### src/rtl/ex_muldiv_if.sv
// rtl/ex_muldiv_if.sv - request/result bundle between EX decode and the mul/div unit
interface ex_muldiv_if #(
    parameter int WIDTH = 32
);
    logic             start;
    logic [2:0]       op;
    logic [WIDTH-1:0] opa;
    logic [WIDTH-1:0] opb;
    logic             abort;
    logic [WIDTH-1:0] hi;
    logic [WIDTH-1:0] lo;
    logic             busy;
    logic             done;

    modport master (
        output start, op, opa, opb, abort,
        input  hi, lo, busy, done
    );

    modport slave (
        input  start, op, opa, opb, abort,
        output hi, lo, busy, done
    );
endinterface

### src/rtl/ex_muldiv.sv
// rtl/ex_muldiv.sv - iterative radix-2 multiply/divide unit owning HI/LO
module ex_muldiv #(
    parameter int WIDTH = 32,
    parameter int CNT_W = 5
) (
    input  logic        clk,
    input  logic        reset,
    ex_muldiv_if.slave  bus
);

    typedef enum logic [1:0] {IDLE, CALC, FIX} state_t;

    state_t             state;
    state_t             state_nxt;
    logic [CNT_W-1:0]   cnt;
    // Multiply: {partial product, remaining multiplier bits}.
    // Divide:   {partial remainder, dividend bits shifting into quotient}.
    logic [2*WIDTH-1:0] acc;
    logic [WIDTH-1:0]   dvs;
    logic [WIDTH-1:0]   raw_a;
    logic               is_div;
    logic               neg_res;
    logic               neg_rem;
    logic               div_zero;
    logic [WIDTH-1:0]   hi_q;
    logic [WIDTH-1:0]   lo_q;
    logic               done_q;

    logic               accept;
    logic               accept_md;
    logic               is_signed;
    logic               sign_a;
    logic               sign_b;
    logic [WIDTH-1:0]   mag_a;
    logic [WIDTH-1:0]   mag_b;
    logic [WIDTH:0]     mul_sum;
    logic [WIDTH:0]     rem_sh;
    logic [WIDTH:0]     rem_diff;
    logic [2*WIDTH-1:0] acc_step;
    logic [2*WIDTH-1:0] prod_fix;
    logic [WIDTH-1:0]   quot_fix;
    logic [WIDTH-1:0]   rem_fix;

    assign accept    = (state == IDLE) && bus.start && !bus.abort;
    assign accept_md = accept && !bus.op[2];

    assign bus.hi   = hi_q;
    assign bus.lo   = lo_q;
    assign bus.done = done_q;
    assign bus.busy = (state != IDLE);

    // Operand conditioning: signed ops work on magnitudes, signs are fixed up at the end
    always_comb begin
        is_signed = !bus.op[0];
        sign_a    = is_signed & bus.opa[WIDTH-1];
        sign_b    = is_signed & bus.opb[WIDTH-1];
        mag_a     = sign_a ? (~bus.opa + 1'b1) : bus.opa;
        mag_b     = sign_b ? (~bus.opb + 1'b1) : bus.opb;
    end

    // One radix-2 iteration: shift-add for multiply, restoring shift-subtract for divide
    always_comb begin
        mul_sum  = {1'b0, acc[2*WIDTH-1:WIDTH]} + (acc[0] ? {1'b0, dvs} : {(WIDTH+1){1'b0}});
        rem_sh   = {acc[2*WIDTH-1:WIDTH], acc[WIDTH-1]};
        rem_diff = rem_sh - {1'b0, dvs};
        acc_step = '0;
        if (is_div) begin
            if (!rem_diff[WIDTH]) begin
                acc_step = {rem_diff[WIDTH-1:0], acc[WIDTH-2:0], 1'b1};
            end else begin
                acc_step = {rem_sh[WIDTH-1:0], acc[WIDTH-2:0], 1'b0};
            end
        end else begin
            acc_step = {mul_sum, acc[WIDTH-1:1]};
        end
    end

    // Sign fix-up of the finished magnitude result
    always_comb begin
        prod_fix = neg_res ? (~acc + 1'b1) : acc;
        quot_fix = neg_res ? (~acc[WIDTH-1:0] + 1'b1) : acc[WIDTH-1:0];
        rem_fix  = neg_rem ? (~acc[2*WIDTH-1:WIDTH] + 1'b1) : acc[2*WIDTH-1:WIDTH];
    end

    // Next-state logic; abort always wins back to IDLE
    always_comb begin
        state_nxt = state;
        case (state)
            IDLE: begin
                if (accept_md) begin
                    state_nxt = CALC;
                end
            end
            CALC: begin
                if (bus.abort) begin
                    state_nxt = IDLE;
                end else if (cnt == CNT_W'(WIDTH-1)) begin
                    state_nxt = FIX;
                end
            end
            FIX:     state_nxt = IDLE;
            default: state_nxt = IDLE;
        endcase
    end

    // State register
    always_ff @(posedge clk or posedge reset) begin
        if (reset) begin
            state <= IDLE;
        end else begin
            state <= state_nxt;
        end
    end

    // Working registers and HI/LO: load on accept, iterate in CALC, commit in FIX
    always_ff @(posedge clk or posedge reset) begin
        if (reset) begin
            cnt      <= '0;
            acc      <= '0;
            dvs      <= '0;
            raw_a    <= '0;
            is_div   <= 1'b0;
            neg_res  <= 1'b0;
            neg_rem  <= 1'b0;
            div_zero <= 1'b0;
            hi_q     <= '0;
            lo_q     <= '0;
            done_q   <= 1'b0;
        end else begin
            done_q <= 1'b0;
            case (state)
                IDLE: begin
                    if (accept_md) begin
                        cnt      <= '0;
                        acc      <= {{WIDTH{1'b0}}, mag_a};
                        dvs      <= mag_b;
                        raw_a    <= bus.opa;
                        is_div   <= bus.op[1];
                        neg_res  <= sign_a ^ sign_b;
                        neg_rem  <= sign_a;
                        div_zero <= bus.op[1] && (bus.opb == '0);
                    end else if (accept && bus.op == 3'b100) begin
                        hi_q <= bus.opa;
                    end else if (accept && bus.op == 3'b101) begin
                        lo_q <= bus.opa;
                    end
                end
                CALC: begin
                    if (!bus.abort) begin
                        acc <= acc_step;
                        cnt <= cnt + CNT_W'(1);
                    end
                end
                FIX: begin
                    if (!bus.abort) begin
                        done_q <= 1'b1;
                        if (div_zero) begin
                            lo_q <= '1;
                            hi_q <= raw_a;
                        end else if (is_div) begin
                            lo_q <= quot_fix;
                            hi_q <= rem_fix;
                        end else begin
                            hi_q <= prod_fix[2*WIDTH-1:WIDTH];
                            lo_q <= prod_fix[WIDTH-1:0];
                        end
                    end
                end
                default: ;
            endcase
        end
    end

endmodule

### src/flat_wrapper.sv
// flat-port wrapper written by rule: the top's interface ports become plain ports
module ex_muldiv_flat 
#(
    parameter int WIDTH = 32,
    parameter int CNT_W = 5
)
  (clk, reset, bus_start, bus_op, bus_opa, bus_opb, bus_abort, bus_hi, bus_lo, bus_busy, bus_done);
  ex_muldiv_if #(.WIDTH(WIDTH)) bus_i ();
  input  logic clk;
  input  logic reset;
  input wire logic [$bits(bus_i.start)-1:0] bus_start;
  input wire logic [$bits(bus_i.op)-1:0] bus_op;
  input wire logic [$bits(bus_i.opa)-1:0] bus_opa;
  input wire logic [$bits(bus_i.opb)-1:0] bus_opb;
  input wire logic [$bits(bus_i.abort)-1:0] bus_abort;
  output wire logic [$bits(bus_i.hi)-1:0] bus_hi;
  output wire logic [$bits(bus_i.lo)-1:0] bus_lo;
  output wire logic [$bits(bus_i.busy)-1:0] bus_busy;
  output wire logic [$bits(bus_i.done)-1:0] bus_done;
  assign bus_i.start = bus_start;
  assign bus_i.op = bus_op;
  assign bus_i.opa = bus_opa;
  assign bus_i.opb = bus_opb;
  assign bus_i.abort = bus_abort;
  assign bus_hi = bus_i.hi;
  assign bus_lo = bus_i.lo;
  assign bus_busy = bus_i.busy;
  assign bus_done = bus_i.done;
  ex_muldiv #(.WIDTH(WIDTH), .CNT_W(CNT_W)) u_core (.clk(clk), .reset(reset), .bus(bus_i));
endmodule
### config.mk
export PLATFORM = sky130hd
export DESIGN_NAME = ex_muldiv_flat
export DESIGN_NICKNAME = d
export VERILOG_FILES = /design/src/rtl/ex_muldiv_if.sv /design/src/rtl/ex_muldiv.sv /design/src/flat_wrapper.sv
export SDC_FILE = /design/constraint.sdc
export NUM_CORES = 1
export LEC_CHECK = 0
export BUFFER_PORTS_ARGS = -buffer_cell sky130_fd_sc_hd__buf_2
export CORE_ASPECT_RATIO = 0.6
export CORE_MARGIN = 4
export CORE_UTILIZATION = 30
export CTS_BUF_LIST = sky130_fd_sc_hd__clkbuf_16
export CTS_CLUSTER_SIZE = 28
export DETAILED_ROUTE_END_ITERATION = 16
export GPL_ROUTABILITY_DRIVEN = 0
export SKIP_CTS_REPAIR_TIMING = 1
export SYNTH_ARGS = -nofsm -noshare
export SYNTH_HDL_FRONTEND = slang
export SYNTH_SLANG_ARGS = --single-unit
### constraint.sdc
create_clock -name clk -period 8.1 [get_ports clk]
set_clock_uncertainty 0.2 [all_clocks]
set_input_delay 0.81 -clock clk [delete_from_list [all_inputs] [get_ports clk]]
set_output_delay 0.81 -clock clk [all_outputs]
set_load 0.05 [all_outputs]
==> results of run 1 <==
## metal layers
metal  GRT usage, %  wire length [um]
met1           31.2             28200
met2           26.3             22700
met3           5.13              6270
met4           3.01               973
met5              0                23
## power by group
group,switching (mW),internal [mW]
combinational,2.33,1.27
sequential,0.415,1.28
clock,0.475,0.682
total,3.22,3.24
## kinds of logic (layout without fill, tap and decap cells)
group                    Yosys count  count (layout)  share of synthesized area (%)
flip-flops                       204             204                           32.0
AO/OA/AOI/OAI                    641             641                           24.3
AND/OR/NAND/NOR                  720             720                           21.0
multiplexers                      45              45                           2.84
buffers and inverters            197             257                           4.74
adder cells (fa/ha/maj)           72              72                           5.74
XOR/XNOR                         170             170                           9.33
## cell type report
class | instances | area, um2 | area share (%)
clock buffers | 25 | 626 | 3.48
clock inverters | 18 | 183 | 1.02
inverters | 60 | 233 | 1.29
multi-input cells | 1648 | 10100 | 56.4
flip-flops and latches | 204 | 5110 | 28.4
well taps | 703 | 880 | 4.89
repair buffers | 154 | 816 | 4.54
## cells in the mapped netlist (11+ instances only)
master | number | area (um2)
or3_1 | 32 | 200
nand2_1 | 330 | 1240
o41ai_1 | 11 | 96.3
a211oi_1 | 13 | 97.6
or2_2 | 11 | 68.8
o31ai_1 | 35 | 263
and2_1 | 11 | 68.8
mux2i_1 | 43 | 430
nand4_1 | 16 | 100
inv_1 | 59 | 221
xor2_1 | 56 | 490
or4_1 | 16 | 120
a31oi_1 | 18 | 113
and3_1 | 17 | 106
xnor2_1 | 114 | 998
nor4_1 | 18 | 113
o211ai_1 | 27 | 203
clkbuf_1 | 116 | 435
nand2b_1 | 22 | 138
o22ai_1 | 31 | 194
ha_1 | 70 | 876
a21oi_1 | 138 | 691
a21o_1 | 37 | 278
dfrtp_1 | 204 | 5100
buf_1 | 13 | 48.8
nor2_1 | 107 | 402
a22oi_1 | 15 | 113
o21a_1 | 11 | 82.6
nand3_1 | 76 | 380
o21ai_0 | 246 | 1230
nor3_1 | 35 | 175
## sequential cells by signal, indices dropped and copies added, names as in the netlist
name	cells
u_core.div_zero	1
u_core.raw_a	32
u_core.is_div	1
u_core.acc	64
u_core.neg_res	1
u_core.bus.lo	32
u_core.bus.done	1
u_core.cnt	5
u_core.state	2
u_core.neg_rem	1
u_core.dvs	32
u_core.bus.hi	32
## placed cells by master, fill, tap and decap left out, types with 5 or more instances in the layout
master,synthesis,layout
nand2_1,330,329
o21ai_0,246,246
dfrtp_1,204,202
a21oi_1,138,138
buf_2,5,136
xnor2_1,114,114
nor2_1,107,103
nand3_1,76,76
ha_1,70,70
inv_1,59,62
xor2_1,56,56
mux2i_1,43,43
a21o_1,37,37
nor3_1,35,35
o31ai_1,35,35
or3_1,32,32
o22ai_1,31,31
o211ai_1,27,27
clkbuf_16,0,25
nand2b_1,22,21
nor4_1,18,18
a31oi_1,18,18
buf_4,0,18
and3_1,17,17
or4_1,16,16
nand4_1,16,16
a22oi_1,15,15
a211oi_1,13,13
or2_2,11,11
o41ai_1,11,11
and2_1,11,11
o21a_1,11,11
clkinv_1,1,7
nand3b_1,5,5
o21bai_1,5,5
## how the worst min path moves through the flow
stage,start,to,slack [ns],depth (start not counted)
after floorplan,u_core.raw_a[1],u_core.raw_a[1],0.24,2
after global placement,u_core.raw_a[1],u_core.raw_a[1],0.26,2
after detailed placement,u_core.raw_a[2],u_core.raw_a[2],0.26,2
after CTS,reset,u_core.raw_a[6],0.18,2
after global routing,reset,u_core.bus.hi[4],0.21,2
final,reset,u_core.bus.hi[3],0.15,2
## stage by stage
step | std cells | power [mW] | setup WS [ns]
floorplan | 2049 | 4.17 | 1.52
global placement | 2769 | 5.12 | 3.42
detailed placement | 2769 | 5.17 | 3.28
CTS | 2812 | 6.36 | 3.25
global route | 2812 | 6.85 | 2.83
finish | 2812 | 6.46 | 3.06
## worst max-delay path, cell delays in order (launching register included)
cell and delay (ns):
dfrtp_1 0.46, inv_1 0.18, ha_1 0.25, fa_1 0.40, nand2b_1 0.19, a21oi_1 0.19
o21ai_1 0.23, o31a_1 0.36, a221oi_1 0.41, nor3_1 0.30, nor2_2 1.06, o21ai_0 0.38
a41oi_1 0.33
==> run_results.csv, run 1 <==
group,metric,value,unit
grt,grt_pass1_vias,15100,
critical_path,reg2reg_depth,12,
critical_path,crit_type,"reg2reg",
cts,cts_made_buffers,24,
floorplanning,start_util,30.4,%
pwr,p_leak,7.94,nW
layout,diodes,0,
floorplanning,coreArea,52500,um2
critical_path,endpoint_kind,"flip-flop",
pwr,ir_drop,0.000162,V
timing,relSlewSlack,11.9,%
timing,grt_setup_unrepaired,"false",
timing,setup_tns,0,ns
route,drt-vias-per-instance,5.72,
layout,syn_to_final_growth,12.7,%
critical_path,cp-endpoint,"u_core.acc[63]",
grt,antenna_found_initial,3,
grt,grtUsageTotal,19.6,%
critical_path,rrSetupSlack,3.06,ns
grt,grt_max_degree,106,
critical_path,r2r_end,"u_core.acc[63]",
route,wirelength,58200,um
placement,dp_hpwl,42700,um
grt,grt_pass1_wl,90200,um
route,antenna_left,0,
timing,fin_crit_sh,62.3,%
min_path,min_path_type,"in2async",
critical_path,critPathMaxFanout,22,
run_status,status,"complete, no violations",
logic_synthesis,ys_seq_area_share,32.0,%
layout,drive_gt1_share,10.7,%
critical_path,startpoint_type,"flip-flop",
timing,fin_crit,5.04,ns
floorplanning,die-area,57100,um2
cts,clkSinkCount,204,
route,vias,16100,
critical_path,worstPathRequired,8.35,ns
cts,cts.reportedPaths.clkPinSlew,0.06,ns
cts,root_buffer,"clkbuf_16",
logic_synthesis,ys_async_sr_fraction,100,%
logic_synthesis,ys_seq_elements,204,
timing,tightestPinTransition,1.32,ns
layout,nets,2235,
logic_synthesis,ys.flop_type,"dfrtp_1",
placement,placed_area,17200,um2
cts,cts_tree,"done",
cts,cts-htree-levels,1,
route,drc,0,
route,drt-wirelength-per-cell,20.7,um
placement,io_buffers,136,
cts,clock_path_buffers,3,
logic_synthesis,synth.distinct_cells,76,
timing,drv_slew,0,
logic_synthesis,synth_area,16000,um2
flow_run,max-cap-violations,0,
route,drt-initial-drc-count,1895,
layout,fin_util,34.2,%
critical_path,r2r_start,"u_core.acc[31]",
floorplanning,num_rows,65,
timing,fmax,0.198,GHz
timing,finalSetupViolations,0,
logic_synthesis,synthCells,2049,
layout,design_area,18000,um2
layout,fillerInstances,5541,
route,drt-pass1-iter-count,5,
logic_synthesis,syn_area_per_cell,7.79,um2
logic_synthesis,synth_nets,2192,
grt,overflow,0,
pwr,power_density,359,nW/um2
timing,hold_viol,0,
critical_path,crit_arrival,5.29,ns
floorplanning,pin_count,137,
floorplanning,die_height,187,um
logic_synthesis,synth_edf_count,0,
floorplanning,die_w,306,um
cts,clkLatencyLatePin,0.55,ns
critical_path,critPathLaunch,"u_core.acc[31]",
logic_synthesis,yosysWarningCount,0,
timing,whs,0.152,ns
No activity file was read; power rests on OpenSTA's default activity.
==> run 2, diff against run 1 <==
==> constraint.sdc (replaced) <==
create_clock -name clk -period 4.1 [get_ports clk]
set_clock_uncertainty 0.2 [all_clocks]
set_input_delay 0.41 -clock clk [delete_from_list [all_inputs] [get_ports clk]]
set_output_delay 0.41 -clock clk [all_outputs]
set_load 0.05 [all_outputs]
==> run_results.csv, run 2 (synthesis results as in run 1) <==
group,metric,value,unit
run_status,status,"finished, violations left",
run_status,violations,"negative hold slack",
critical_path,worstPathRequired,4.37,ns
cts,clkLatencyLatePin,0.54,ns
route,wirelength,59600,um
grt,grt_max_degree,65,
timing,fin_crit_sh,95.8,%
placement,dp_hpwl,45100,um
layout,regMostFlops,"u_core.acc",
placement,io_buffers,136,
timing,finalSetupViolations,0,
critical_path,crit_arrival,4.20,ns
route,drt-wirelength-per-cell,20.6,um
layout,largest_register_ffs,64,
timing,tightestPinTransition,1.23,ns
critical_path,endpoint_kind,"flip-flop",
floorplanning,die_height,187,um
route,vias,16300,
critical_path,cpMostUsedCell,"o21ai_0",
floorplanning,start_util,30.4,%
grt,grt_pass1_wl,92200,um
grt,grtUsageTotal,20.1,%
timing,setup_tns,0,ns
route,drc,0,
layout,fillerInstances,5531,
timing,whs,-0.0494,ns
grt,grt_pass1_vias,15300,
pwr,power_density,704,nW/um2
route,drt-pass1-iter-count,6,
timing,fin_crit,3.93,ns
route,drt-vias-per-instance,5.63,
pwr,ir_drop,0.000346,V
timing,hold_viol,13,
timing,grt_setup_unrepaired,"false",
critical_path,slowest_stage,"nor4_1",
flow_run,max-cap-violations,0,
layout,drive_gt1_share,13.3,%
layout,syn_to_final_growth,16.8,%
cts,clock_path_buffers,3,
critical_path,cp_num_buf_inv,0,
cts,root_buffer,"clkbuf_16",
pwr,finalPower,13.1,mW
cts,cts-htree-levels,1,
critical_path,rrSetupSlack,0.17,ns
cts,clkSinkCount,204,
critical_path,reg2reg_depth,9,
critical_path,r2r_start,"u_core.acc[0]",
floorplanning,die-area,57100,um2
layout,layout_common_cells,"nand2_1, o21ai_0, dfrtp_1, a21oi_1, buf_2",
critical_path,cp-endpoint,"u_core.bus.hi[17]",
layout,nets,2319,
floorplanning,num_rows,65,
floorplanning,die_w,306,um
pwr,p_leak,8.31,nW
layout,layout_commonest_cell,"nand2_1",
grt,antenna_found_initial,0,
critical_path,crit_type,"reg2reg",
critical_path,cpLargestDelayFamily,"simple AND/OR/NAND/NOR gates",
critical_path,startpoint_type,"flip-flop",
critical_path,critPathLaunch,"u_core.acc[0]",
min_path,min_path_type,"in2reg",
cts,cts_made_buffers,23,
route,drt-initial-drc-count,1900,
min_path,whs_path_depth,3,
critical_path,r2r_end,"u_core.bus.hi[17]",
critical_path,max_stage_delay,0.64,ns
grt,overflow,0,
cts,cts_tree,"done",
timing,relSlewSlack,17.9,%
cts,cts.reportedPaths.clkPinSlew,0.07,ns
critical_path,path_cells,"nor4_1, nand3_1, or4_1, nand2b_4, o21ai_0, o21ai_0, xor2_1, mux2i_1, a21oi_1",
layout,diodes,0,
critical_path,critPathMaxFanout,7,
route,antenna_left,0,
critical_path,path_depth,9,
floorplanning,pin_count,137,
timing,drv_slew,0,
timing,fmax,0.255,GHz
floorplanning,coreArea,52500,um2
## run 2: cell count changes in the layout (fill, tap and decap cells not counted), sizes merged
| cell | previous run | this run |
|---|---|---|
| buf | 154 | 218 |
| clkinvlp | 2 | 5 |
| clkinv | 9 | 6 |
| dlygate4sd3 | 0 | 21 |
| clkbuf | 25 | 23 |
| bufinv | 4 | 2 |
| inv | 63 | 64 |
## run 2: worst min-delay path, cell delays in order
cell,delay [ns]
buf_2,0.14
nand2_1,0.06
nand2_1,0.04
## run 2: through the flow
step,util (%),worst slack [ns],area [um2],cells
after global placement,33.7,0.334,17700,2833
after floorplan,-,0.547,16000,2049
final,35.5,0.173,18600,2894
after CTS,35.0,0.162,18400,2873
after global routing,35.5,0.0115,18600,2894
after detailed placement,33.7,0.194,17700,2833
## run 2: worst min path at each step
stage | from | slack [ns] | to
2_1_floorplan | u_core.raw_a[1] | 0.24 | u_core.raw_a[1]
3_3_place_gp | u_core.raw_a[15] | 0.26 | u_core.raw_a[15]
3_5_place_dp | u_core.raw_a[9] | 0.26 | u_core.raw_a[9]
4_1_cts | reset | -0.22 | u_core.bus.lo[29]
5_1_grt | bus_opa[5] | 0.0004 | u_core.raw_a[5]
6_report | bus_opa[5] | -0.05 | u_core.raw_a[5]
## run 2: layout make-up
type | count | area (um2) | area share [%]
clock buffer | 23 | 576 | 3.09
clock inverter | 17 | 144 | 0.772
inverter | 60 | 229 | 1.23
multi-input combinational | 1648 | 10200 | 54.5
sequential | 204 | 5110 | 27.4
tap | 703 | 880 | 4.72
timing repair buffer | 239 | 1550 | 8.30
## run 2: routing by layer
metal	track usage [%]	wire length [um]
met5	0.415	36
met4	3.10	982
met3	7.96	7640
met2	26.4	22600
met1	30.8	28300
## run 2: power breakdown
group	total, mW	switching [mW]	internal, mW
combinational	7.81	4.98	2.84
clock	2.10	0.952	1.15
sequential	3.21	0.676	2.54
total	13.1	6.60	6.53
